File: config.mk
export PLATFORM = sky130hd
export DESIGN_NAME = spi_master
export DESIGN_NICKNAME = d
export VERILOG_FILES = /design/src/rtl/spi_master.sv
export SDC_FILE = /design/constraint.sdc
export NUM_CORES = 1
export LEC_CHECK = 0
export BUFFER_PORTS_ARGS = -buffer_cell sky130_fd_sc_hd__buf_2
export CAP_MARGIN = 40
export CORE_MARGIN = 5
export CORE_UTILIZATION = 45
export DETAILED_ROUTE_END_ITERATION = 12
export PLACE_DENSITY_LB_ADDON = 0.3
export SKIP_CTS_REPAIR_TIMING = 1
export SLEW_MARGIN = 25
export SYNTH_ARGS = -nofsm -noshare
export SYNTH_HDL_FRONTEND = slang
export SYNTH_SLANG_ARGS = --single-unit
File: constraint.sdc
create_clock -name clk -period 3.1 [get_ports clk]
set_input_delay 0 -clock clk [delete_from_list [all_inputs] [get_ports clk]]
set_output_delay 0 -clock clk [all_outputs]
set_load 0.01 [all_outputs]
File: src/rtl/spi_master.sv
// spi_master: memory-mapped SPI master (mode 0, MSB first, 8-bit frames) with
// software chip select and a programmable SCK half-period of DIV+1 clk cycles.
module spi_master #(
    parameter logic [15:0] DEFAULT_DIV = 16'd4
) (
    input  logic        clk,
    input  logic        reset,
    input  logic [31:0] address_in,
    input  logic        sel_in,
    input  logic        read_in,
    output logic [31:0] read_value_out,
    input  logic [3:0]  write_mask_in,
    input  logic [31:0] write_value_in,
    output logic        ready_out,
    output logic        sck_out,
    output logic        mosi_out,
    input  logic        miso_in,
    output logic        csn_out
);
    typedef enum logic {IDLE, SHIFT} state_t;
    state_t state, state_nxt;
    logic [15:0] div_reg, div_cur, div_cur_nxt, cnt, cnt_nxt;
    logic [3:0]  edges, edges_nxt;
    logic [7:0]  shreg, shreg_nxt, rx_byte, rx_byte_nxt;
    logic        rx_bit, rx_bit_nxt, rx_valid, rx_valid_nxt, sck_nxt, mosi_nxt;
    logic        cs_assert, busy, data_wr, data_rd;
    logic [1:0]  miso_sync, reg_sel;
    logic        unused_bits;

    assign unused_bits = ^{address_in[31:4], address_in[1:0], write_value_in[31:16]};
    assign reg_sel = address_in[3:2];
    assign busy = (state == SHIFT);
    assign data_wr = sel_in && reg_sel == 2'd0 && write_mask_in[0];
    assign data_rd = sel_in && read_in && reg_sel == 2'd0;
    // A DATA write during a transfer stalls the bus until the shifter is idle.
    assign ready_out = sel_in && !(data_wr && busy);
    assign csn_out = ~cs_assert;
    assign read_value_out = !sel_in ? 32'd0 :
                            reg_sel == 2'd0 ? {24'd0, rx_byte} :
                            reg_sel == 2'd1 ? {30'd0, rx_valid, busy} :
                            reg_sel == 2'd2 ? {16'd0, div_reg} : {31'd0, cs_assert};

    always_ff @(posedge clk or negedge reset) begin
        if (!reset) begin
            miso_sync <= 2'b00;
            div_reg   <= DEFAULT_DIV;
            cs_assert <= 1'b0;
        end else begin
            miso_sync <= {miso_sync[0], miso_in};
            if (sel_in && reg_sel == 2'd2 && write_mask_in[0]) div_reg[7:0] <= write_value_in[7:0];
            if (sel_in && reg_sel == 2'd2 && write_mask_in[1]) div_reg[15:8] <= write_value_in[15:8];
            if (sel_in && reg_sel == 2'd3 && write_mask_in[0]) cs_assert <= write_value_in[0];
        end
    end

    always_ff @(posedge clk or negedge reset) begin
        if (!reset) begin
            state    <= IDLE;
            div_cur  <= 16'd0;
            cnt      <= 16'd0;
            edges    <= 4'd0;
            shreg    <= 8'd0;
            rx_bit   <= 1'b0;
            rx_byte  <= 8'd0;
            rx_valid <= 1'b0;
            sck_out  <= 1'b0;
            mosi_out <= 1'b0;
        end else begin
            state    <= state_nxt;
            div_cur  <= div_cur_nxt;
            cnt      <= cnt_nxt;
            edges    <= edges_nxt;
            shreg    <= shreg_nxt;
            rx_bit   <= rx_bit_nxt;
            rx_byte  <= rx_byte_nxt;
            rx_valid <= rx_valid_nxt;
            sck_out  <= sck_nxt;
            mosi_out <= mosi_nxt;
        end
    end

    always_comb begin
        state_nxt    = state;
        div_cur_nxt  = div_cur;
        cnt_nxt      = cnt;
        edges_nxt    = edges;
        shreg_nxt    = shreg;
        rx_bit_nxt   = rx_bit;
        rx_byte_nxt  = rx_byte;
        rx_valid_nxt = rx_valid && !data_rd;
        sck_nxt      = sck_out;
        mosi_nxt     = mosi_out;
        case (state)
            IDLE: if (data_wr) begin
                state_nxt   = SHIFT;
                div_cur_nxt = div_reg;
                cnt_nxt     = 16'd0;
                edges_nxt   = 4'd0;
                shreg_nxt   = write_value_in[7:0];
                mosi_nxt    = write_value_in[7];
            end
            SHIFT: if (cnt != div_cur) begin
                cnt_nxt = cnt + 16'd1;
            end else begin
                cnt_nxt   = 16'd0;
                sck_nxt   = ~sck_out;
                edges_nxt = edges + 4'd1;
                // The sampled bit is held aside so the LSB still being sent is not clobbered.
                if (!sck_out) rx_bit_nxt = miso_sync[1];
                else begin
                    shreg_nxt = {shreg[6:0], rx_bit};
                    mosi_nxt  = shreg[6];
                end
                if (edges == 4'd15) begin
                    state_nxt    = IDLE;
                    rx_byte_nxt  = {shreg[6:0], rx_bit};
                    rx_valid_nxt = 1'b1;
                end
            end
            default: state_nxt = IDLE;
        endcase
    end
endmodule
==> Word-level counts from Yosys, hierarchy flattened <==
Cells that the tools add are included.
Widths: inputs -> output; s select.
{ "word_totals": {"regBits": 75, "input_bits": 73, "output_inout_bits": 36, "elab_cells": 74} }
{ "op_classes": {"add_sub_neg": 2, "eq_ne": 8, "mux": 25, "bitwise_logic": 4, "reduce_logical": 21} }
{ "ops": {"columns": ["operator", "count"], "rows": [
  ["$mux 16", 6],
  ["$pmux 16 s2", 1],
  ["$mux 7", 3],
  ["$add 16x1->16 const B", 1],
  ["$ne 16x16->1", 1],
  ["$pmux 7 s2", 1],
  ["$logic_and 1x1->1", 12],
  ["$mux 1", 9],
  ["$reduce_and 3->1", 3],
  ["$mux 4", 2],
  ["$pmux 4 s2", 1],
  ["$ne 2x2->1 const B", 3],
  ["$reduce_and 2->1", 3],
  ["$add 4x1->4 const B", 1],
  ["$eq 2x2->1 const B", 2],
  ["$eq 4x4->1 const B", 1],
  ["$not 1->1", 4],
  ["$pmux 1 s2", 2],
  ["$eq 2x1->1 const B", 1],
  ["$logic_not 1->1", 2],
  ["$logic_not 2->1", 1]
]} }

==> Depth between registers and ports, before layout <==
{ "depth": {"word_depth": 7, "mapped_depth": 7, "mapped_depth_nobuf": 6} }

==> Worst setup path after synthesis <==
Ideal clock, no wire load.
{ "synth_timing": {"path_type": "register to register", "from": "reg cnt[3]", "to": "reg rx_byte[0]", "setup_time_ns": 0.125, "t_arrival_ns": 2.054, "slack_ns": 0.922, "stages_incl_launch_ff": 6, "n_path_buf": 0, "synth_period_minus_slack_ns": 2.178, "path_cell_list": "dfrtp_1 > xnor2_1 > nand4_1 > or4_4 > nor3_4 > mux2_2"} }
{ "synth_between": {"elab_chain_len": 3} }
{ "synth_rtl": {"columns": ["item", "line_no", "text"], "rows": [
  ["from (decl)", "22", "logic [15:0] div_reg, div_cur, div_cur_nxt, cnt, cnt_nxt;"],
  ["from (signal assigned)", "71", "cnt <= cnt_nxt;"],
  ["$ne 16x16->1", "102", "SHIFT: if (cnt != div_cur) begin"],
  ["$not 1->1 (no source line)", null, null],
  ["$reduce_and 3->1 (no source line)", null, null],
  ["to (signal assigned)", "75", "rx_byte <= rx_byte_nxt;"],
  ["to (decl)", "24", "logic [7:0] shreg, shreg_nxt, rx_byte, rx_byte_nxt;"]
]} }
Every way passes these cells.
A chain may end at the register's enable or synchronous reset.

==> Worst setup path in the final report <==
{ "layout_timing": {"from": "reg cnt[10]", "to": "reg rx_byte[7]"} }
Same word-level chain as after synthesis.

==> impl_metrics.yaml <==
worst_setup_path:
  r2r-start: "cnt[10]"
  cp-startpoint: "cnt[10]"
  crit_family: "simple AND/OR/NAND/NOR gates"
  max_stage_delay_ns: 0.63
  crit_slowest_cell: "or4_4"
  crit_fanout: 10
  cp-end-kind: "register"
  critPathKind: "register to register"
  critPathRequiredTime_ns: 3.32
  crit_path_start_kind: "register"
  crit_buf_inv: 0
  cp_cell_sequence: "xnor2_1, nand4_1, or4_4, nor3_4, mux2_2"
  cp.arrival_ns: 2.83
synth:
  synth_top_area_share_pct: 49.4
  ys_warn_count: 0
  synthXorXnorAreaFrac_pct: 4.21
  postSynthAreaPerCell_sq_um: 11.6
  netlist_area_sq_um: 3750
  ys_seq_area_share_pct: 50.1
  synth_top_area_cell: "dfrtp_1"
  yosysMostFrequentCell: "dfrtp_1"
  netlist-cell-type-count: 41
  synth_common_cells: "dfrtp_1, mux2_2, nand3_1"
  synth_flop_cell: "dfrtp_1"
  synthSimpleGateAreaFrac_pct: 14.5
  muxShareOfSynthArea_pct: 20.7
  synth-adder-area-share_pct: 0.668
  synth-edff-count: 0
  synthArstFlopShare_pct: 100
  syn_inst: 323
  synth_top_family_by_area: "multiplexers"
  synth-seq-cells: 75
  synthTopCellsByArea: "dfrtp_1, mux2_2, xnor2_1"
  synth-compound-area-share_pct: 4.87
sta:
  slew_viol_final: 0
  rsz0062_at_grt: "false"
  clock.fmax_mhz: 383
  finalHoldViolCount: 0
  setup_viol: 0
  slew_headroom_pct: 52.9
  finalSetupTns_ns: 0
  min_period_ns: 2.61
  tightest_slew_ns: 0.704
  finalClockSkew_ns: 0.00922
  timing.final.crit_share_pct: 84.2
run:
  cap_violations: 0
detailed_routing:
  via_per_inst: 5.38
  drc: 0
  antenna_left: 0
  drt_pre_antenna_iters: 4
  wire_per_inst_um: 15.6
  dr_total_vias: 2687
  wl_um: 7780
  drt_iter0_drc: 144
cells_and_area:
  stdcell_count: 499
  final_nets: 464
  regArea_sq_um: 1880
  multi_input_area_sq_um: 1760
  antennaDiodeCount: 0
  filler_cell_count: 699
  layout-drive-gt1-share_pct: 32.5
  syn_to_final_growth_pct: 19.2
clock_network:
  clkTransAtPathRegs_ns: 0.08
  cts_tree: "yes"
  cts_root_buffer: "clkbuf_8"
  clock_path_buffers: 2
  clock-sinks: 75
  clk_latency_ns: 0.34
  cts_made_buffers: 9
  cts_max_level: 3
pwr:
  leakagePower_uw: 0.00214
  peakVddDrop_v: 0.000401
  power.density_nw_per_um2: 705
floorplan:
  chipWidth_um: 101
  fp-row-count: 33
  io_pins: 109
  fp.dieArea_sq_um: 10300
  start_util_pct: 45.9
  die_h_um: 101
  coreArea_sq_um: 8180
global_routing:
  antenna_found_initial: 0
  grt_max_degree: 54
  grt_pass1_vias: 2592
  grt_usage_pct: 15.7
  grt_pass1_wl_um: 12800
  overflow: 0
place:
  gp_congestion: 0.786
  dp_cells: 464
  portBuffers: 44
  dp_hpwl_um: 5450
min_path:
  hold_start: "write_mask_in[0]"
  hold_path_class: "input port to register"
run_status:
  status: "finished, final reports clean"
[power by group]
group	switching (uW)	internal [uW]	leakage [uW]
combinational	335	417	0.00106
clock	365	538	0.000121
sequential	262	1230	0.000958
total	962	2190	0.00214
[final timing paths]
check                               end  slack (ns)  depth (start not counted)
min reg2reg                miso_sync[1]        0.36                          0
max                          rx_byte[7]        0.49                          5
max in group asynchronous        cnt[7]        1.87                          3
min                           cs_assert        0.10                          3
min in group asynchronous    rx_byte[2]        0.16                          2
max reg2reg                  rx_byte[7]        0.49                          5
[metrics by stage]
| stage | cell area [sq um] | util [%] | hold slack, ns | setup slack [ns] | power [uW] |
|---|---|---|---|---|---|
| global placement | 4030 | 49.3 | -0.000713 | 0.589 | 2210 |
| global route | 4470 | 54.7 | 0.0958 | 0.392 | 3350 |
| finish | 4470 | 54.7 | 0.103 | 0.489 | 3150 |
| detailed placement | 4040 | 49.4 | 0.00140 | 0.518 | 2260 |
| CTS | 4280 | 52.3 | -0.381 | 0.486 | 3160 |
| floorplan | 3800 | - | -0.296 | 0.922 | 2020 |
[metal layers]
layer / track usage [%] / share of wire [%] / vias up
li1: - / - / 1266
met5: 0 / 0 / -
met4: 6.44 / 1.5 / 0
met2: 24.6 / 49 / 63
met3: 2.75 / 4.3 / 10
met1: 21.6 / 46 / 1348
[cell type report]
cell class	instances	share of cell area, %
clock inverter	6	2.52
clock buffer	10	2.86
tap	105	2.94
inverter	4	0.336
sequential	75	42.0
multi-input combinational	232	39.5
timing repair buffer	67	9.85
[logic make-up (layout without fill, tap and decap cells)]
group	after synthesis	count (layout)
simple gates	100	100
flops	75	75
mux	69	69
buf+inv	31	87
compound gates	27	27
xor+xnor	18	18
fa+ha+maj	2	2
other cells	1	16
[tightest hold or removal path, cell delays in order]
cell and delay [ns]:
buf_2 0.11, and4_1 0.21, o21ai_0 0.08
[cells in the final DEF (no fill, tap or decap), drive strengths merged, types with 5 or more instances in the layout]
cell type,synthesis,layout
xnor2,17,17
o21ai,12,12
mux2,58,58
mux2i,10,10
and3,12,12
buf,20,48
conb,1,16
nor2,10,10
dlygate4sd3,0,19
nor3,5,5
or3,7,7
nand3,24,24
dfrtp,74,74
clkbuf,7,10
inv,4,5
nand4,7,7
nand2,20,20
(Power assumes the default switching activity.)
